--- src/rtl/tsc_mc_core_if.sv ---
// tsc_mc_core_if: instruction-fetch handshake between the TSC core (master)
// and an external instruction memory (slave).
interface tsc_mc_core_if #(
    parameter int WORD_SIZE = 16
);
    logic                 i_req;
    logic [WORD_SIZE-1:0] i_addr;
    logic                 i_valid;
    logic [15:0]          i_data;

    modport master (output i_req, output i_addr, input i_valid, input i_data);
    modport slave  (input i_req, input i_addr, output i_valid, output i_data);
endinterface

--- src/rtl/tsc_mc_core.sv ---
// tsc_mc_core: multi-cycle TSC core (FETCH/EXEC/WB/HALT) fetching from external memory.
// Define TSC_BRANCH_EN to add BNE/BEQ/BGZ/BLZ; otherwise ops 0-3 retire as NOPs.
module tsc_mc_core #(
    parameter int                   WORD_SIZE = 16,
    parameter logic [WORD_SIZE-1:0] RESET_PC  = '0,
    parameter logic [WORD_SIZE-1:0] PC_LIMIT  = 16'hFFFF
) (
    input  logic                 clk,
    input  logic                 reset,
    input  logic                 cpu_enable,
    tsc_mc_core_if.master        ibus,
    input  logic                 wwd_enable,
    input  logic [1:0]           register_selection,
    output logic [WORD_SIZE-1:0] output_port,
    output logic                 output_valid,
    output logic [15:0]          num_inst,
    output logic [7:0]           pc_low8,
    output logic                 halted
);
    typedef enum logic [1:0] {S_FETCH, S_EXEC, S_WB, S_HALT} state_t;

    localparam logic [3:0] OP_RTYPE = 4'hF;
    localparam logic [3:0] OP_ADI   = 4'h4;
    localparam logic [3:0] OP_LHI   = 4'h6;
    localparam logic [3:0] OP_JMP   = 4'h9;
    localparam logic [5:0] FN_ADD   = 6'd0;
    localparam logic [5:0] FN_WWD   = 6'd28;

    state_t                    state_q, state_d;
    logic [WORD_SIZE-1:0]      pc_q, pc_d;
    logic [WORD_SIZE-1:0]      npc_q, npc_d;
    logic [WORD_SIZE-1:0]      res_q, res_d;
    logic [WORD_SIZE-1:0]      outp_q, outp_d;
    logic [3:0][WORD_SIZE-1:0] rf_q, rf_d;
    logic [15:0]               ir_q, ir_d;
    logic [15:0]               ni_q, ni_d;
    logic [1:0]                wa_q, wa_d;
    logic                      wen_q, wen_d;
    logic                      wwd_q, wwd_d;
    logic                      outv_q, outv_d;
    logic                      halted_q, halted_d;

    logic [3:0]           op;
    logic [1:0]           rs, rt, rd;
    logic [5:0]           func;
    logic [7:0]           imm8;
    logic [11:0]          target;
    logic [WORD_SIZE-1:0] rs_v, rt_v, simm, pc_inc;

    assign op     = ir_q[15:12];
    assign rs     = ir_q[11:10];
    assign rt     = ir_q[9:8];
    assign rd     = ir_q[7:6];
    assign func   = ir_q[5:0];
    assign imm8   = ir_q[7:0];
    assign target = ir_q[11:0];
    assign rs_v   = rf_q[rs];
    assign rt_v   = rf_q[rt];
    assign simm   = {{(WORD_SIZE-8){imm8[7]}}, imm8};
    assign pc_inc = pc_q + WORD_SIZE'(1);

`ifdef TSC_BRANCH_EN
    logic [WORD_SIZE-1:0] br_tgt;
    logic                 rs_pos, rs_neg;
    assign br_tgt = pc_inc + simm;
    assign rs_neg = rs_v[WORD_SIZE-1];
    assign rs_pos = ~rs_v[WORD_SIZE-1] & (|rs_v);
`endif

    // Reset is folded into i_req so a fetch in flight is dropped in the reset cycle.
    assign ibus.i_req  = (state_q == S_FETCH) & cpu_enable & ~reset;
    assign ibus.i_addr = pc_q;
    assign output_port  = outp_q;
    assign output_valid = outv_q;
    assign num_inst     = ni_q;
    assign pc_low8      = pc_q[7:0];
    assign halted       = halted_q;

    always_comb begin
        state_d  = state_q;
        pc_d     = pc_q;
        ir_d     = ir_q;
        rf_d     = rf_q;
        ni_d     = ni_q;
        npc_d    = npc_q;
        res_d    = res_q;
        wa_d     = wa_q;
        wen_d    = wen_q;
        wwd_d    = wwd_q;
        halted_d = halted_q;
        if (cpu_enable) begin
            case (state_q)
                S_FETCH: begin
                    if (ibus.i_valid) begin
                        ir_d    = ibus.i_data;
                        state_d = S_EXEC;
                    end
                end
                S_EXEC: begin
                    npc_d   = pc_inc;
                    res_d   = '0;
                    wa_d    = rt;
                    wen_d   = 1'b0;
                    wwd_d   = 1'b0;
                    state_d = S_WB;
                    case (op)
                        OP_RTYPE: begin
                            if (func == FN_ADD) begin
                                res_d = rs_v + rt_v;
                                wa_d  = rd;
                                wen_d = 1'b1;
                            end else if (func == FN_WWD) begin
                                res_d = rs_v;
                                wwd_d = 1'b1;
                            end
                        end
                        OP_ADI: begin
                            res_d = rs_v + simm;
                            wen_d = 1'b1;
                        end
                        OP_LHI: begin
                            res_d = WORD_SIZE'({imm8, 8'h00});
                            wen_d = 1'b1;
                        end
                        OP_JMP: npc_d = {pc_q[WORD_SIZE-1:12], target};
`ifdef TSC_BRANCH_EN
                        4'h0: if (rs_v != rt_v) npc_d = br_tgt;
                        4'h1: if (rs_v == rt_v) npc_d = br_tgt;
                        4'h2: if (rs_pos)       npc_d = br_tgt;
                        4'h3: if (rs_neg)       npc_d = br_tgt;
`endif
                        default: ;
                    endcase
                end
                S_WB: begin
                    if (wen_q) rf_d[wa_q] = res_q;
                    pc_d = npc_q;
                    ni_d = ni_q + 16'd1;
                    // Halt is keyed on the PC of the instruction just retired.
                    if (pc_q == PC_LIMIT) begin
                        state_d  = S_HALT;
                        halted_d = 1'b1;
                    end else begin
                        state_d  = S_FETCH;
                    end
                end
                default: ;
            endcase
        end
    end

    // Mirror runs every cycle, independent of cpu_enable and HALT.
    always_comb begin
        outv_d = 1'b0;
        outp_d = outp_q;
        if (!wwd_enable) begin
            outp_d = rf_q[register_selection];
        end else if (state_q == S_WB && cpu_enable && wwd_q) begin
            outp_d = res_q;
            outv_d = 1'b1;
        end
    end

    always_ff @(posedge clk) begin
        if (reset) begin
            state_q  <= S_FETCH;
            pc_q     <= RESET_PC;
            ir_q     <= '0;
            rf_q     <= '0;
            ni_q     <= '0;
            npc_q    <= '0;
            res_q    <= '0;
            wa_q     <= '0;
            wen_q    <= 1'b0;
            wwd_q    <= 1'b0;
            outp_q   <= '0;
            outv_q   <= 1'b0;
            halted_q <= 1'b0;
        end else begin
            state_q  <= state_d;
            pc_q     <= pc_d;
            ir_q     <= ir_d;
            rf_q     <= rf_d;
            ni_q     <= ni_d;
            npc_q    <= npc_d;
            res_q    <= res_d;
            wa_q     <= wa_d;
            wen_q    <= wen_d;
            wwd_q    <= wwd_d;
            outp_q   <= outp_d;
            outv_q   <= outv_d;
            halted_q <= halted_d;
        end
    end
endmodule

--- src/flat_wrapper.sv ---
// flat-port wrapper written by rule: the top's interface ports become plain ports
module tsc_mc_core_flat 
#(
    parameter int                   WORD_SIZE = 16,
    parameter logic [WORD_SIZE-1:0] RESET_PC  = '0,
    parameter logic [WORD_SIZE-1:0] PC_LIMIT  = 16'hFFFF
)
  (clk, reset, cpu_enable, wwd_enable, register_selection, output_port, output_valid, num_inst, pc_low8, halted, ibus_i_req, ibus_i_addr, ibus_i_valid, ibus_i_data);
  tsc_mc_core_if #(.WORD_SIZE(WORD_SIZE)) ibus_i ();
  input  logic clk;
  input  logic reset;
  input  logic cpu_enable;
  input  logic wwd_enable;
  input  logic [1:0] register_selection;
  output logic [WORD_SIZE-1:0] output_port;
  output logic output_valid;
  output logic [15:0] num_inst;
  output logic [7:0] pc_low8;
  output logic halted;
  output wire logic [$bits(ibus_i.i_req)-1:0] ibus_i_req;
  output wire logic [$bits(ibus_i.i_addr)-1:0] ibus_i_addr;
  input wire logic [$bits(ibus_i.i_valid)-1:0] ibus_i_valid;
  input wire logic [$bits(ibus_i.i_data)-1:0] ibus_i_data;
  assign ibus_i_req = ibus_i.i_req;
  assign ibus_i_addr = ibus_i.i_addr;
  assign ibus_i.i_valid = ibus_i_valid;
  assign ibus_i.i_data = ibus_i_data;
  tsc_mc_core #(.WORD_SIZE(WORD_SIZE), .RESET_PC(RESET_PC), .PC_LIMIT(PC_LIMIT)) u_core (.clk(clk), .reset(reset), .cpu_enable(cpu_enable), .ibus(ibus_i), .wwd_enable(wwd_enable), .register_selection(register_selection), .output_port(output_port), .output_valid(output_valid), .num_inst(num_inst), .pc_low8(pc_low8), .halted(halted));
endmodule
--- config.mk ---
export PLATFORM = sky130hd
export DESIGN_NAME = tsc_mc_core_flat
export DESIGN_NICKNAME = d
export VERILOG_FILES = /design/src/rtl/tsc_mc_core_if.sv /design/src/rtl/tsc_mc_core.sv /design/src/flat_wrapper.sv
export SDC_FILE = /design/constraint.sdc
export NUM_CORES = 1
export LEC_CHECK = 0
export CORE_ASPECT_RATIO = 2
export CORE_UTILIZATION = 60
export CTS_BUF_LIST = sky130_fd_sc_hd__clkbuf_4 sky130_fd_sc_hd__clkbuf_8 sky130_fd_sc_hd__clkbuf_16
export CTS_CLUSTER_DIAMETER = 50
export DETAILED_ROUTE_END_ITERATION = 6
export PLACE_DENSITY = 0.84
export SETUP_SLACK_MARGIN = 0.15
export SLEW_MARGIN = 15
export SYNTH_ARGS = -nofsm -noshare
export SYNTH_HDL_FRONTEND = slang
export SYNTH_SLANG_ARGS = --single-unit
--- constraint.sdc ---
create_clock -name clk -period 5.74 [get_ports clk]
set_input_delay 0.861 -clock clk [delete_from_list [all_inputs] [get_ports clk]]
set_output_delay 0.861 -clock clk [all_outputs]
set_load 0.005 [all_outputs]
# After elaboration in Yosys (flattened, before gate mapping)
# Index checks and enable logic that the tools add are counted.
dict set report word_totals {
  input_bits 23
  reg_bits 168
  out_inout_bits 59
  word_cells 79
}
dict set report op_classes {
  bitwise 4
  magnitude_cmp 5
  eq_ne 10
  muxes 26
  add_sub_neg 4
  reduce_logical 14
}
# cell count
set ops {}
lappend ops {{16-bit 2-to-1 mux} 9}
lappend ops {{16-bit binary-select mux with 2-bit select} 3}
lappend ops {{64-bit bitwise mux} 1}
lappend ops {{16-bit case mux with 3 select lines} 1}
lappend ops {{16-bit by 1-bit adder with 16-bit output (second input constant)} 2}
lappend ops {{16-bit adder} 2}
lappend ops {{16-bit demux with 2-bit select} 1}
lappend ops {{16-bit equality test (second input constant)} 1}
lappend ops {{2-bit by 3-bit less-than comparator with 1-bit output (second input constant)} 4}
lappend ops {{3-bit AND reduction} 4}
lappend ops {{4-bit by 3-bit equality test with 1-bit output (second input constant)} 2}
lappend ops {{4-bit equality test (second input constant)} 2}
lappend ops {{2-bit 2-to-1 mux} 4}
lappend ops {{6-bit by 5-bit equality test with 1-bit output (second input constant)} 1}
lappend ops {{6-bit zero test} 1}
lappend ops {{2-bit case mux with 3 select lines} 1}
lappend ops {{1-bit 2-to-1 mux} 5}
lappend ops {{2-bit AND reduction} 2}
lappend ops {{2-bit OR reduction} 2}
lappend ops {{1-bit logical AND} 3}
lappend ops {{3-bit nonzero test} 1}
lappend ops {{1-bit bitwise AND} 2}
lappend ops {{2-bit by 1-bit equality test with 1-bit output (second input constant)} 1}
lappend ops {{2-bit equality test (second input constant)} 1}
lappend ops {{6 further kinds} 7}

# Longest topological paths before layout
# Gate-level depths: netlist (run 1).
dict set report logic_depth {
  depth_word 5
  depth_mapped 12
}

# Least setup slack after synthesis (run 1)
# Ideal clock, no wire load.
dict set report synth_timing {
  path_kind {reg-to-reg}
  start {reg u_core.ir_q[10]}
  end {reg u_core.res_q[14]}
  setup_time_ps 91
  required_time_ps 5649
  path_stages_with_launch 13
  path_slack_ps 2301
  period_less_slack_ps 3439
  arrival_time_ps 3348
  n_path_buf 2
  cell_sequence {dfxtp_1 buf_4 buf_2 mux4_2 ha_1 fa_1 a21o_1 a221oi_2 o22ai_1 o41ai_2 o2111a_1 a21oi_1 a311oi_1}
}
dict set report synth_via {
  elab_chain_cells 5
  elab_cells_between_ends 7
  cone_classes {add/sub (2); mux (5)}
}
# item line
set synth_lines {}
lappend synth_lines {{from (decl)} tsc_mc_core.sv:35} ;# logic [15:0] ir_q, ir_d;
lappend synth_lines {{from (signal assigned)} tsc_mc_core.sv:182} ;# ir_q <= ir_d;
lappend synth_lines {{16-bit binary-select mux with 2-bit select (*)} tsc_mc_core.sv:57} ;# assign rs_v = rf_q[rs];
lappend synth_lines {{16-bit 2-to-1 mux (not written as such) (*)} tsc_mc_core.sv:57}
lappend synth_lines {{16-bit adder / 16-bit 2-to-1 mux (equally long branches)} {tsc_mc_core.sv:109, tsc_mc_core.sv:112}}
lappend synth_lines {{16-bit 2-to-1 mux} tsc_mc_core.sv:108} ;# if (func == FN_ADD) begin
lappend synth_lines {{16-bit case mux with 3 select lines (*)} tsc_mc_core.sv:106} ;# case (op)
lappend synth_lines {{to (signal assigned)} tsc_mc_core.sv:186} ;# res_q <= res_d;
lappend synth_lines {{to (decl)} tsc_mc_core.sv:32} ;# logic [WORD_SIZE-1:0] res_q, res_d;
# Every way passes the cells marked *; elsewhere a longest branch is shown, timed or not. The select of a mux whose other input is x is not followed.
# A chain may end at the register's enable or synchronous reset.

# Final worst setup path (run 1)
dict set report layout_timing {
  start {reg u_core.ir_q[10]}
  end {reg u_core.res_q[15]}
}
# The elaborated chain is that of the path after synthesis.

==> results.md, run 1 <==
- Outcome: completed
- Gr busiest metal: met2
- Nets: 1204
- Final setup fails: 0
- Worst VDD drop: 283 µV
- Share of post-route cells with drive strength above 1: 0.0934
- N_diodes: 0
- Most used DFF post-synth: dfxtp_1
- Worst flop-to-flop path endpoint: u_core.res_q[15]
- Met1 Usage GRT: 0.364
- H-Tree Depth: 4
- Hold Violations, Final: 0
- DR vias/cell: 6.61
- Slew Viols, Final: 0
- Reg2Reg Launch Point: u_core.ir_q[10]
- # IOs: 82
- Initial core utilization: 0.614
- Peak fanout along the critical path: 15
- Vias: 8946
- Row count: 64
- Synth cell count leaders: nand2_1 (262), dfxtp_1 (168), a21oi_1 (141), nor2_1 (89), clkbuf_1 (65)
- Worst Setup Start Kind: flip-flop
- Wire length per cell: 21.0 µm
- Worst Setup End Kind: flip-flop
- Slew HR: 0.189
- Antenna-violating nets left: 0
- CTS max path bufs: 2
- Slowest CP cell: dfxtp_1
- Clock-pin slew on the worst setup and hold paths: 0.07 ns
- Die height: 179 µm
- Min-delay src: u_core.npc_q[12]
- # DRC: 0
- Final Cycle Share: 0.742
- Post-Syn Area: 9400 µm²
- Pwr Total: 2.63 mW
- CP cell instances: mux4_2, ha_1, a21o_1, nand4_1, a31oi_1, a211oi_1, o41ai_1, xnor2_1, o22ai_1
- Synth Warn #: 0
- Top cells by area, synth: dfxtp_1 (36%), mux4_2 (12%), nand2_1 (10%)
- Global Route met2 Usage: 0.630
- HPWL Detailed: 19.4 mm
- Hold depth: 2
- Netlist cell types: 66
- TritonCTS buffer count: 17
- Initial antenna violation count: 0
- Clk Latency, worst-skew pair: 0.43 ns
- RSZ-0062 raised after global routing: false
- TritonRoute pass-1 iters: 7
- Largest net degree at the start of global routing: 67
- Slowest stage delay, CP: 1.05 ns
- #FFs+latches synth: 168
- Root buf cell: clkbuf_16
- Worst-margin pin slew: 1.21 ns
- Post-DP Area: 10200 µm²
- Power Dens Cells: 242 nW/µm²
- Share of the synthesized area in the top cell type: 0.358
- P&R area growth vs syn: 15.5%
- Fin area: 10900 µm²
- Post-synthesis sequential area ratio: 0.358
- Number of port buffers: 81
- Clock Skews: 0.0109 ns
- Leak: 3.81 nW
- Met3 Use GR: 0.0534
- Worst path top cell family by delay: compound AO/OA/AOI/OAI gates
- Max Fclk: 0.235 GHz
- Reg2Reg Setup Slack: 1.48 ns
- Crit Path Category: reg -> reg
- Crit path DAT: 4.55 ns
- GRT overflow: 0
- Worst hold path class: reg -> reg
- Crit path time final: 4.26 ns
- Async SR Flop Fraction: 0
- Clk sink count: 168
- WP data required: 6.03 ns
- Die ar.: 16200 µm²
- Setup TNS Final: 0 ns
- First-pass GRT wire length: 44.5 mm
- Buf+Inv Stages, Crit Path: 0
- Most common cell in the netlist: nand2_1
- DIE WIDTH: 90.5 µm
- Largest area contributor in the netlist: dfxtp_1
- Worst Hold End: u_core.ibus.i_addr[12]
- Syn_area_per_cell: 8.44 µm²
- MaxCap Viol Count: 0
- CTS tree: built
- Routed wire length: 28.5 mm
- GRT Util Overall: 0.357
- Mapped Cells: 1113
- Hold-fix buffers, CTS: 0
- Initial DRC count: 722
- EDFF count, synth: 0
- Syn_nets: 1173
- Total setup buffers inserted after CTS: 0
- # resized after CTS: 0
- Core box area: 15300 µm²
- Worst R2R Path Depth: 9
- GPL Wtd Cong: 0.960
- Vias in the first global route: 8844
## cells in the final DEF (no fill, tap or decap), types with 9 or more instances in the layout
cell type and instances:
nor2_1 89, nor3_1 12, inv_1 9, or3_1 9
a21oi_1 141, ha_1 35, clkdlybuf4s50_1 79, dfxtp_1 168
mux4_2 48, buf_4 17, xnor2_1 23, xor2_1 24
a311oi_1 21, a211oi_1 16, nand2_1 262, clkbuf_16 17
nand4_1 12, a21o_1 10, and3_1 9, nand3_1 40
## flip-flops by register name (all words and copies together), names as in the netlist
register,cells
u_core.state_q,2
u_core.num_inst,16
u_core.output_port,16
u_core.ibus.i_addr,16
u_core.wen_q,1
u_core.rf_q,64
u_core.wwd_q,1
u_core.output_valid,1
u_core.halted,1
u_core.npc_q,16
u_core.res_q,16
u_core.wa_q,2
u_core.ir_q,16
## logic make-up after synthesis
logic type	count (synthesis)	share of synthesized area
simple gates	462	0.212
flops	168	0.358
xor+xnor	48	0.0455
fa+ha+maj	37	0.0509
compound gates	250	0.169
buf+inv	94	0.0427
mux	54	0.122
## metrics by stage
step                setup WS [ns]  cells  utilization  hold WS (ns)
floorplan                    2.30   1113            -         0.432
global placement             1.71   1323        0.668         0.439
detailed placement           1.62   1323        0.668         0.445
CTS                          1.57   1354        0.710         0.457
global route                 1.26   1354        0.710         0.479
finish                       1.48   1354        0.710         0.453
## worst max-delay path by stage
stage / startpoint / end / slack (ns) / cells after the start
floorplan: u_core.ir_q[10] / u_core.res_q[14] / 2.30 / 12
global placement: u_core.ir_q[10] / u_core.res_q[15] / 1.71 / 9
detailed placement: u_core.ir_q[10] / u_core.res_q[14] / 1.62 / 10
CTS: u_core.ir_q[10] / u_core.res_q[14] / 1.57 / 10
global route: u_core.ir_q[10] / u_core.res_q[15] / 1.26 / 9
finish: u_core.ir_q[10] / u_core.res_q[15] / 1.48 / 9
## report_power, final
part / internal, mW / leakage (nW) / switching [mW] / total [mW]
sequential: 1.18 / 1.36 / 0.0325 / 1.22
clock: 0.786 / 0.320 / 0.471 / 1.26
combinational: 0.0669 / 2.13 / 0.0888 / 0.156
total: 2.04 / 3.81 / 0.592 / 2.63
## layer usage
layer  share of wire  vias to the layer above
met5               0                        -
met4           0.086                        0
met3           0.065                      164
met2            0.51                      489
met1            0.34                     4261
li1                -                     4032
## worst reg2reg max path, delay by kind of cell, from the launching register on
kind	cells	cell delay, ns
muxes	1	0.72
and+or+nand+nor	1	0.14
AOI/OAI and AO/OA	5	1.69
xor gates and xnor gates	1	0.19
DFF	1	1.05
adders and majority gates	1	0.33
## cell type report
class                      count  area [µm²]
multi-input combinational    851        5640
fill                        1191        4440
sequential                   168        3360
timing repair buffer          97         923
clock buffer                  19         447
tap                          198         248
clock inverter                12         200
inverter                       9        33.8
No activity file was read; power rests on OpenSTA's default activity.
==> run 2: changes to the inputs <==
- CORE_UTILIZATION: 60 -> 59
- PLACE_DENSITY: 0.84 -> 0.83
- clock period: 5.74 -> 4.3 ns (I/O delays scaled with it)
==> run 2 against run 1 <==
Effect of this change: sequential share of layout area fell by 0.071 points; critical endpoint is now u_core.res_q[11]; highest routed layer unchanged; utilization fell by 0.57 points; register-to-register slack got worse by 0.99 ns; power rose by 27%; routed wire length fell by 1.5%; fmax rose by 12%; die area rose by 1.7%.
==> results.md, run 2 (synthesized netlist as in run 1, its figures left out) <==
- Outcome: completed (unchanged)
- Reg2Reg Launch Point: u_core.ir_q[10] (unchanged)
- # DRC: 0 (unchanged)
- Total setup buffers inserted after CTS: 0 (unchanged)
- DR vias/cell: 6.50 (was 6.61)
- Worst Setup Start Kind: flip-flop (unchanged)
- Sequential share of power: 0.485 (was 0.463)
- Layout fillers: 1219 (was 1191)
- Antenna-violating nets left: 0 (unchanged)
- DIE WIDTH: 91.2 µm (was 90.5 µm)
- Clock Skews: 0.00904 ns (was 0.0109 ns)
- Number of port buffers: 81 (unchanged)
- Initial DRC count: 598 (was 722)
- WP data required: 4.65 ns (was 6.03 ns)
- Worst Setup End Kind: flip-flop (unchanged)
- Leak: 3.82 nW (was 3.81 nW)
- CTS tree: built (unchanged)
- Max reg flops: 64 (unchanged)
- RSZ-0062 raised after global routing: false (unchanged)
- Vias: 8889 (was 8946)
- Share of post-route cells with drive strength above 1: 0.104 (was 0.0934)
- Die ar.: 16500 µm² (was 16200 µm²)
- TritonCTS buffer count: 17 (unchanged)
- Clk Latency, worst-skew pair: 0.44 ns (was 0.43 ns)
- Core box area: 15500 µm² (was 15300 µm²)
- First-pass GRT wire length: 44.5 mm (unchanged)
- Initial antenna violation count: 0 (unchanged)
- H-Tree Depth: 4 (unchanged)
- TritonRoute pass-1 iters: 6 (was 7)
- Vias in the first global route: 8812 (was 8844)
- Worst VDD drop: 271 µV (was 283 µV)
- Crit path DAT: 4.16 ns (was 4.55 ns)
- Worst flop-to-flop path endpoint: u_core.res_q[11] (was u_core.res_q[15])
- Psw: 828 µW (was 592 µW)
- Row count: 64 (unchanged)
- Fin area: 10900 µm² (about the same)
- Reg2Reg Setup Slack: 0.49 ns (was 1.48 ns)
- Routed wire length: 28.1 mm (was 28.5 mm)
- Net switching share of the total power: 0.249 (was 0.225)
- Worst hold path class: reg -> reg (unchanged)
- Nets: 1216 (was 1204)
- MaxCap Viol Count: 0 (unchanged)
- Worst R2R Path Depth: 10 (was 9)
- Power Dens Cells: 306 nW/µm² (was 242 nW/µm²)
- CTS max path bufs: 2 (unchanged)
- # resized after CTS: 0 (unchanged)
- Crit Path Category: reg -> reg (unchanged)
- Commonest non-fill, non-tap cell in the layout: nand2_1 (unchanged)
- Wire length per cell: 20.5 µm (was 21.0 µm)
- Root buf cell: clkbuf_16 (unchanged)
- Post-DP Area: 10300 µm² (was 10200 µm²)
- Largest net degree at the start of global routing: 76 (was 67)
- Slew Viols, Final: 0 (unchanged)
- Clock-pin slew on the worst setup and hold paths: 0.07 ns (about the same)
- Power share of the combinational group: 0.065 (was 0.059)
- Final Cycle Share: 0.887 (was 0.742)
- Hold-fix buffers, CTS: 0 (unchanged)
- GPL Wtd Cong: 0.987 (was 0.960)
- Reg with most FFs: u_core.rf_q (unchanged)
- Clk sink count: 168 (unchanged)
- Hold depth: 2 (unchanged)
- Most frequent cells in the layout: nand2_1 (261), dfxtp_1 (168), a21oi_1 (141) (was nand2_1 (262), dfxtp_1 (168), a21oi_1 (141))
- Worst Hold End: u_core.ibus.i_addr[12] (unchanged)
- N_diodes: 0 (unchanged)
- GRT Util Overall: 0.350 (was 0.357)
- Worst-margin pin slew: 0.976 ns (was 1.21 ns)
- Clk pwr share: 0.450 (was 0.478)
- Final setup fails: 0 (unchanged)
- Peak fanout along the critical path: 7 (was 15)
- Setup TNS Final: 0 ns (unchanged)
- # IOs: 82 (unchanged)
- HPWL Detailed: 19.5 mm (was 19.4 mm)
- GRT overflow: 0 (unchanged)
- Die height: 180 µm (was 179 µm)
- Final core occ: 0.704 (was 0.710)
- P_int: 2.50 mW (was 2.04 mW)
- Initial core utilization: 0.608 (was 0.614)
- Min-delay src: u_core.npc_q[12] (unchanged)
- Crit path time final: 3.81 ns (was 4.26 ns)
- P&R area growth vs syn: 15.7% (was 15.5%)
- Slew HR: 0.349 (was 0.189)
- Max Fclk: 0.262 GHz (was 0.235 GHz)
- Hold Violations, Final: 0 (unchanged)
## run 2: metrics by stage
stage	power [mW]	setup slack, ns	hold WS, ns	std cells
after CTS	3.34	0.545	0.454	1367
final	3.33	0.486	0.456	1367
after global placement	1.86	0.672	0.437	1335
after global routing	3.42	0.354	0.460	1367
after detailed placement	1.86	0.613	0.445	1335
after floorplan	1.78	0.861	0.432	1113
## run 2: how the worst max path moves through the flow
stage	slack, ns	from	endpoint
final	0.49	u_core.ir_q[10]	u_core.res_q[11]
after global routing	0.35	u_core.ir_q[10]	u_core.res_q[11]
after CTS	0.55	u_core.ir_q[10]	u_core.res_q[11]
after detailed placement	0.61	u_core.ir_q[10]	u_core.res_q[15]
after global placement	0.67	u_core.ir_q[10]	u_core.res_q[14]
after floorplan	0.86	u_core.ir_q[10]	u_core.res_q[14]
## run 2: power groups by stage
stage	Clock [mW]	Combinational (mW)	Sequential, mW
after detailed placement	0	0.215	1.65
after global routing	1.57	0.234	1.62
after CTS	1.51	0.216	1.61
after global placement	0	0.211	1.65
final	1.50	0.217	1.61
after floorplan	0	0.143	1.63
## run 2: metal layers
layer / share of wire / GRT usage
met1: 0.34 / 0.359
met2: 0.52 / 0.610
met3: 0.057 / 0.0582
met4: 0.081 / 0.298
met5: 0 / 0
## run 2: critical path, cell delays in order (launching register included)
cell      delay [ns]
dfxtp_1         0.59
buf_4           0.29
mux4_2          0.57
ha_1            0.39
a21o_1          0.21
a221oi_1        0.37
a21boi_1        0.15
o21a_1          0.20
o21ai_0         0.26
mux2_2          0.39
o41ai_2         0.30
## run 2: area by class of cell
class | instances | area, µm² | area share
Clock buffer | 20 | 454 | 0.0418
Timing Repair Buffer | 109 | 1020 | 0.0936
Multi-Input combinational cell | 851 | 5640 | 0.519
Sequential cell | 168 | 3360 | 0.309
Tap cell | 198 | 248 | 0.0228
Clock inverter | 12 | 118 | 0.0108
Inverter | 9 | 33.8 | 0.00311
